$ cat config.mk
export PLATFORM = sky130hd
export DESIGN_NAME = sme_pattern_scheduler
export DESIGN_NICKNAME = d
export VERILOG_FILES = /design/src/rtl/sme_pattern_scheduler.sv
export SDC_FILE = /design/constraint.sdc
export NUM_CORES = 1
export LEC_CHECK = 0
export CAP_MARGIN = 20
export CORE_MARGIN = 3
export CORE_UTILIZATION = 30
export DETAILED_ROUTE_END_ITERATION = 10
export PLACE_DENSITY = 0.6
export SYNTH_ARGS = -nofsm -noshare
export SYNTH_HDL_FRONTEND = slang
export SYNTH_SLANG_ARGS = --single-unit
$ cat constraint.sdc
create_clock -name clk -period 26.9 [get_ports clk]
set_clock_uncertainty 0.15 [all_clocks]
set_input_delay 5.38 -clock clk [delete_from_list [all_inputs] [get_ports clk]]
set_output_delay 5.38 -clock clk [all_outputs]
set_load 0.02 [all_outputs]
$ cat src/rtl/sme_pattern_scheduler.sv
// sme_pattern_scheduler: front-end for the string-match engine (SME).
// Holds one host-loaded string (up to 32 chars), round-robin grants pattern jobs from NREQ
// requesters, streams string (when dirty) then pattern chars to the SME, waits for its result
// and hands it back tagged with the requester id. One job is in flight at a time.
// Optional build macro SME_TIMEOUT_EN bounds the WAIT state by TIMEOUT cycles and flags res_err.
module sme_pattern_scheduler #(
  parameter int unsigned NREQ    = 4,
  parameter int unsigned IDW     = 2,
  parameter int unsigned TIMEOUT = 255
) (
  input  logic                 clk,
  input  logic                 reset,
  // string load
  input  logic                 str_we,
  input  logic [4:0]           str_addr,
  input  logic [7:0]           str_data,
  input  logic                 str_commit,
  input  logic [5:0]           str_len_in,
  output logic                 str_ready,
  // pattern requesters
  input  logic [NREQ-1:0]      req_valid,
  input  logic [NREQ*64-1:0]   req_pattern,
  input  logic [NREQ*4-1:0]    req_len,
  output logic [NREQ-1:0]      req_ready,
  // SME side
  output logic [7:0]           sme_chardata,
  output logic                 sme_isstring,
  output logic                 sme_ispattern,
  input  logic                 sme_valid,
  input  logic                 sme_match,
  input  logic [4:0]           sme_index,
  // result
  output logic                 res_valid,
  input  logic                 res_ready,
  output logic [IDW-1:0]       res_id,
  output logic                 res_match,
  output logic [4:0]           res_index,
  output logic                 res_err
);

  // Elaboration-time guard on parameter consistency.
  if (NREQ < 2 || NREQ > 8 || IDW != $clog2(NREQ) || TIMEOUT < 1) begin : g_bad_params
    $error("sme_pattern_scheduler: inconsistent NREQ/IDW/TIMEOUT");
  end

  typedef enum logic [2:0] {StIdle, StSendStr, StSendPat, StWait, StResp} state_e;

  state_e            state_q, state_d;
  logic [255:0]      buf_q, buf_d;
  logic [5:0]        str_len_q, str_len_d;
  logic              dirty_q, dirty_d;
  logic [IDW-1:0]    last_grant_q, last_grant_d;
  logic [63:0]       pat_q, pat_d;
  logic [3:0]        plen_q, plen_d;
  logic [4:0]        k_q, k_d;
  logic [IDW-1:0]    res_id_q, res_id_d;
  logic              res_match_q, res_match_d;
  logic [4:0]        res_index_q, res_index_d;

  logic              idle_active;
  logic              wr_en, commit_en;
  logic [5:0]        len_in_clamped;
  logic [5:0]        str_len_eff;
  logic              dirty_eff;
  logic              grant_any, grant;
  logic [IDW-1:0]    grant_idx, cand;
  logic [3:0]        req_len_raw, req_len_clamped;
  logic              last_str, last_pat;
  logic              timeout;

  // Reset also gates the IDLE-only handshakes so every output reads 0 while reset is held.
  assign idle_active = (state_q == StIdle) && !reset;
  assign wr_en       = idle_active && str_we;
  assign commit_en   = idle_active && str_commit;

  assign len_in_clamped = (str_len_in == 6'd0) ? 6'd1 :
                          (str_len_in > 6'd32) ? 6'd32 : str_len_in;
  // A commit in the grant cycle applies before the grant decision.
  assign str_len_eff = commit_en ? len_in_clamped : str_len_q;
  assign dirty_eff   = dirty_q || commit_en;

  assign last_str = (k_q == 5'(str_len_q - 6'd1));
  assign last_pat = (k_q == {1'b0, plen_q - 4'd1});

  // Round-robin arbiter: search starts one past the last granted requester.
  always_comb begin
    grant_any = 1'b0;
    grant_idx = last_grant_q;
    cand      = '0;
    for (int unsigned i = 1; i <= NREQ; i++) begin
      cand = IDW'((32'(last_grant_q) + i) % NREQ);
      if (!grant_any && req_valid[cand]) begin
        grant_any = 1'b1;
        grant_idx = cand;
      end
    end
  end

  assign grant = idle_active && grant_any && (str_len_eff != 6'd0);

  assign req_len_raw     = req_len[{grant_idx, 2'b00} +: 4];
  assign req_len_clamped = (req_len_raw == 4'd0) ? 4'd1 :
                           (req_len_raw > 4'd8)  ? 4'd8 : req_len_raw;

`ifdef SME_TIMEOUT_EN
  localparam int unsigned ToW = $clog2(TIMEOUT + 1) + 1;

  logic [ToW-1:0] to_cnt_q, to_cnt_d;
  logic           res_err_q, res_err_d;

  assign timeout = (state_q == StWait) && !sme_valid && (to_cnt_q == ToW'(TIMEOUT));

  // WAIT watchdog counter and the error flag it raises.
  always_comb begin
    to_cnt_d  = '0;
    res_err_d = res_err_q;
    if (state_q == StWait) begin
      to_cnt_d = to_cnt_q + ToW'(1);
      if (sme_valid) begin
        res_err_d = 1'b0;
      end else if (timeout) begin
        res_err_d = 1'b1;
      end
    end
  end

  // Watchdog state registers.
  always_ff @(posedge clk or posedge reset) begin
    if (reset) begin
      to_cnt_q  <= '0;
      res_err_q <= 1'b0;
    end else begin
      to_cnt_q  <= to_cnt_d;
      res_err_q <= res_err_d;
    end
  end

  assign res_err = res_err_q;
`else
  assign timeout = 1'b0;
  assign res_err = 1'b0;
`endif

  // Datapath next-state: string buffer, job capture, char counter and result capture.
  always_comb begin
    buf_d        = buf_q;
    str_len_d    = str_len_q;
    dirty_d      = dirty_q;
    last_grant_d = last_grant_q;
    pat_d        = pat_q;
    plen_d       = plen_q;
    k_d          = k_q;
    res_id_d     = res_id_q;
    res_match_d  = res_match_q;
    res_index_d  = res_index_q;

    if (wr_en) begin
      buf_d[{str_addr, 3'b000} +: 8] = str_data;
    end
    if (commit_en) begin
      str_len_d = len_in_clamped;
      dirty_d   = 1'b1;
    end
    if (grant) begin
      last_grant_d = grant_idx;
      pat_d        = req_pattern[{grant_idx, 6'b000000} +: 64];
      plen_d       = req_len_clamped;
      k_d          = '0;
    end

    unique case (state_q)
      StSendStr: begin
        if (last_str) begin
          k_d     = '0;
          dirty_d = 1'b0;
        end else begin
          k_d = k_q + 5'd1;
        end
      end
      StSendPat: begin
        k_d = last_pat ? 5'd0 : k_q + 5'd1;
      end
      StWait: begin
        if (sme_valid) begin
          res_id_d    = last_grant_q;
          res_match_d = sme_match;
          res_index_d = sme_match ? sme_index : 5'd0;
        end else if (timeout) begin
          // The SME state is unknown after a timeout, so force a string resend.
          res_id_d    = last_grant_q;
          res_match_d = 1'b0;
          res_index_d = 5'd0;
          dirty_d     = 1'b1;
        end
      end
      default: ;
    endcase
  end

  // FSM next-state.
  always_comb begin
    state_d = state_q;
    unique case (state_q)
      StIdle:    if (grant) state_d = dirty_eff ? StSendStr : StSendPat;
      StSendStr: if (last_str) state_d = StSendPat;
      StSendPat: if (last_pat) state_d = StWait;
      StWait:    if (sme_valid || timeout) state_d = StResp;
      StResp:    if (res_ready) state_d = StIdle;
      default:   state_d = StIdle;
    endcase
  end

  // FSM outputs.
  always_comb begin
    str_ready     = idle_active;
    req_ready     = grant ? (NREQ'(1) << grant_idx) : '0;
    sme_isstring  = 1'b0;
    sme_ispattern = 1'b0;
    sme_chardata  = 8'd0;
    res_valid     = (state_q == StResp);
    unique case (state_q)
      StSendStr: begin
        sme_isstring = 1'b1;
        sme_chardata = buf_q[{k_q, 3'b000} +: 8];
      end
      StSendPat: begin
        sme_ispattern = 1'b1;
        sme_chardata  = pat_q[{k_q[2:0], 3'b000} +: 8];
      end
      default: ;
    endcase
  end

  assign res_id    = res_id_q;
  assign res_match = res_match_q;
  assign res_index = res_index_q;

  // State and datapath registers.
  always_ff @(posedge clk or posedge reset) begin
    if (reset) begin
      state_q      <= StIdle;
      buf_q        <= '0;
      str_len_q    <= '0;
      dirty_q      <= 1'b0;
      last_grant_q <= '0;
      pat_q        <= '0;
      plen_q       <= '0;
      k_q          <= '0;
      res_id_q     <= '0;
      res_match_q  <= 1'b0;
      res_index_q  <= '0;
    end else begin
      state_q      <= state_d;
      buf_q        <= buf_d;
      str_len_q    <= str_len_d;
      dirty_q      <= dirty_d;
      last_grant_q <= last_grant_d;
      pat_q        <= pat_d;
      plen_q       <= plen_d;
      k_q          <= k_d;
      res_id_q     <= res_id_d;
      res_match_q  <= res_match_d;
      res_index_q  <= res_index_d;
    end
  end

endmodule

==> impl_metrics.py <==
metrics = {
    "run_status": {
        "outcome": "completed",
    },
    "final_layout": {
        "area_growth_pct": 29.1,
        "final.fill_count": 5895,
        "final_cells": 2737,
        "fin_util_pct": 39.6,
        "nNetsFinal": 2191,
        "antennaDiodeCount": 0,
        "final_layout_size_suffix_gt1_share_pct": 20.5,
    },
    "global_route": {
        "antenna_found_initial": 0,
        "grt_pass1_vias": 14375,
        "grt_pass1_wl_microns": 91600,
        "grt_max_degree": 140,
        "gr-total-overflow": 0,
        "track_usage_pct": 18.0,
    },
    "yosys": {
        "synth-seq-cells": 349,
        "yosys_warnings": 0,
        "ys_seq_area_share_pct": 46.7,
        "synth_top_cells_by_area": "dfrtp_1 (47%), mux4_2 (12%), mux2_2 (11%)",
        "synth_commonest_cells": "dfrtp_1 (349), nand2_1 (262), mux2_2 (185)",
        "synth.most_common_cell": "dfrtp_1",
        "synth-async-reset-ratio_pct": 100,
        "ys_dominant_reg_cell": "dfrtp_1",
        "syn_area_per_cell_sq_um": 11.7,
        "syn_nets": 1916,
        "synth_cell_types": 58,
        "synthesis.area_sq_um": 18700,
        "synth.largest_area_cell": "dfrtp_1",
        "synth_cells": 1602,
        "synth_top_area_share_pct": 46.7,
        "synth_edf_count": 0,
    },
    "timing": {
        "rsz0062_at_grt": "no",
        "setup_viol": 0,
        "clock.fmax_mhz": 74.0,
        "setup_tns_ns": 0,
        "slew_headroom_pct": 32.6,
        "min_period_over_period_pct": 50.3,
        "finalHoldViolations": 0,
        "worst_slew_pin_slew_ns": 1.01,
        "slew_viol_final": 0,
        "fin_crit_ns": 13.52,
    },
    "hold_path": {
        "hold_class": "flip-flop to flip-flop",
    },
    "floorplanning": {
        "dieArea_sq_um": 65300,
        "core_sq_um": 61000,
        "fp.dieH_microns": 256,
        "rows": 90,
        "io_pins": 332,
        "initial_core_util_pct": 30.6,
        "die_x_microns": 256,
    },
    "setup_path": {
        "rr_worst_depth": 8,
        "cpMostUsedCell": "clkdlybuf4s50_1",
        "crit_chain": "clkdlybuf4s50_1, nor4_4, nand2_1, a31o_4, nor3_1, clkdlybuf4s50_1",
        "crit_type": "input pin to output port",
        "r2r_end": "pat_q[41]",
        "worst-path-max-fanout": 12,
        "critPathLaunchType": "input pin",
        "cp-endpoint": "req_ready[2]",
        "crit_slowest_cell": "clkdlybuf4s50_1",
        "end_kind": "output port",
        "rrSetupSlack_ns": 23.37,
        "critical_path_arrival_ns": 7.99,
        "rr_startpoint": "last_grant_q[1]",
        "cp_data_required_time_ns": 21.37,
        "critical_path.startpoint": "reset",
        "cpPeakStageDelay_ns": 0.64,
    },
    "run": {
        "maxCapViolCount": 0,
    },
    "power": {
        "peakVddDrop_mv": 0.0474,
        "p_total_uw": 2020,
        "power_density_nw_per_um2": 83.8,
        "p_leak_uw": 0.0105,
    },
    "clock_tree": {
        "cts.sinks": 349,
        "cts-resized-gates": 0,
        "cts_max_path_buffers": 3,
        "numCtsBuffers": 40,
        "holdBufCountCts": 0,
        "cts-root-buf": "clkbuf_16",
        "cts_tree": "done",
        "worstSkewPairLatency_ns": 0.55,
        "postCtsSetupRepairBufs": 0,
        "cts.reportedPaths.clkPinSlew_ns": 0.06,
        "htreeDepth": 2,
    },
    "drt": {
        "drc": 0,
        "drt_iter0_drc": 1097,
        "vias": 13931,
        "finalWirelength_microns": 59500,
        "avgRoutedWirePerCell_microns": 21.7,
        "vias_per_cell": 5.09,
        "dr.pass1.iters": 5,
        "final_antenna_net_count": 0,
    },
    "placed_design": {
        "place_inst": 2661,
        "gp_congestion": 0.957,
        "post-dp-hpwl_microns": 44000,
        "port_buffers": 330,
    },
}
## final cells by class
cell class,instances,area [sq um],area share (%)
multi-input cells,1118,9440,39.1
flip-flops and latches,349,8740,36.2
repair buffers,346,3460,14.3
clock buffers,59,1180,4.90
clock inverters,15,194,0.803
inverters,22,90.1,0.373
well taps,828,1040,4.29
## worst max-delay path, delay by kind of cell
kind / cells / cell delay (ns)
compound gates: 1 / 0.37
buf+inv: 2 / 1.19
simple gates: 3 / 1.04
## cell usage in the layout (no fill, tap or decap), drive strengths merged, types with 8 or more instances in the layout
cell type and count:
dfrtp 349, clkdlybuf4s50 330, nand2 262, mux2 188, o21ai 187, mux2i 138, mux4 96, clkbuf 59
o31ai 42, nor2 27, nand3 25, inv 24, and2 23, buf 16, nand2b 11, and3 11
nor3 10, clkinv 10, a21oi 9, a22oi 8
## flip-flops by register name (all words and copies together) (netlist names), 2 cells and up
register / flops
k_q: 5
str_len_q: 6
pat_q: 64
buf_q: 256
state_q: 3
res_id: 2
last_grant_q: 2
res_index: 5
plen_q: 4
## per-stage QoR
| stage | worst slack [ns] | hold slack [ns] | area [sq um] |
|---|---|---|---|
| 2_1_floorplan | 11.69 | 0.293 | 18700 |
| 3_3_place_gp | 13.44 | 0.304 | 22700 |
| 3_5_place_dp | 13.39 | 0.313 | 22700 |
| 4_1_cts | 13.38 | 0.325 | 24100 |
| 5_1_grt | 13.14 | 0.347 | 24100 |
| 6_report | 13.38 | 0.325 | 24100 |
## logic make-up after synthesis
logic type	count (synthesis)	share of synthesized area (%)
muxes	422	30.3
and+or+nand+nor	398	10.2
DFF	349	46.7
AOI/OAI and AO/OA	276	8.51
buffers and inverters	135	3.01
xor gates and xnor gates	14	0.770
adders and majority gates	7	0.468
other	1	0.0201
## worst min path at each step
stage                from         end  depth (start not counted)  slack [ns]
6_report       buf_q[153]  buf_q[153]                          2        0.32
5_1_grt        buf_q[145]  buf_q[145]                          2        0.35
4_1_cts        buf_q[212]  buf_q[212]                          2        0.33
3_5_place_dp   buf_q[212]  buf_q[212]                          2        0.31
3_3_place_gp   buf_q[236]  buf_q[236]                          2        0.30
2_1_floorplan  buf_q[208]  buf_q[208]                          2        0.29
## power by group
group	leakage (uW)	internal (uW)	switching, uW
Combinational	0.00516	371	402
Clock	0.000682	337	225
Sequential	0.00469	610	77.5
## layer usage
layer | GRT usage [%] | share of wire, %
met1 | 23.9 | 43
met2 | 30.3 | 48
met3 | 3.64 | 6.4
met4 | 4.10 | 1.9
met5 | 0 | 0
(Power assumes the default switching activity.)
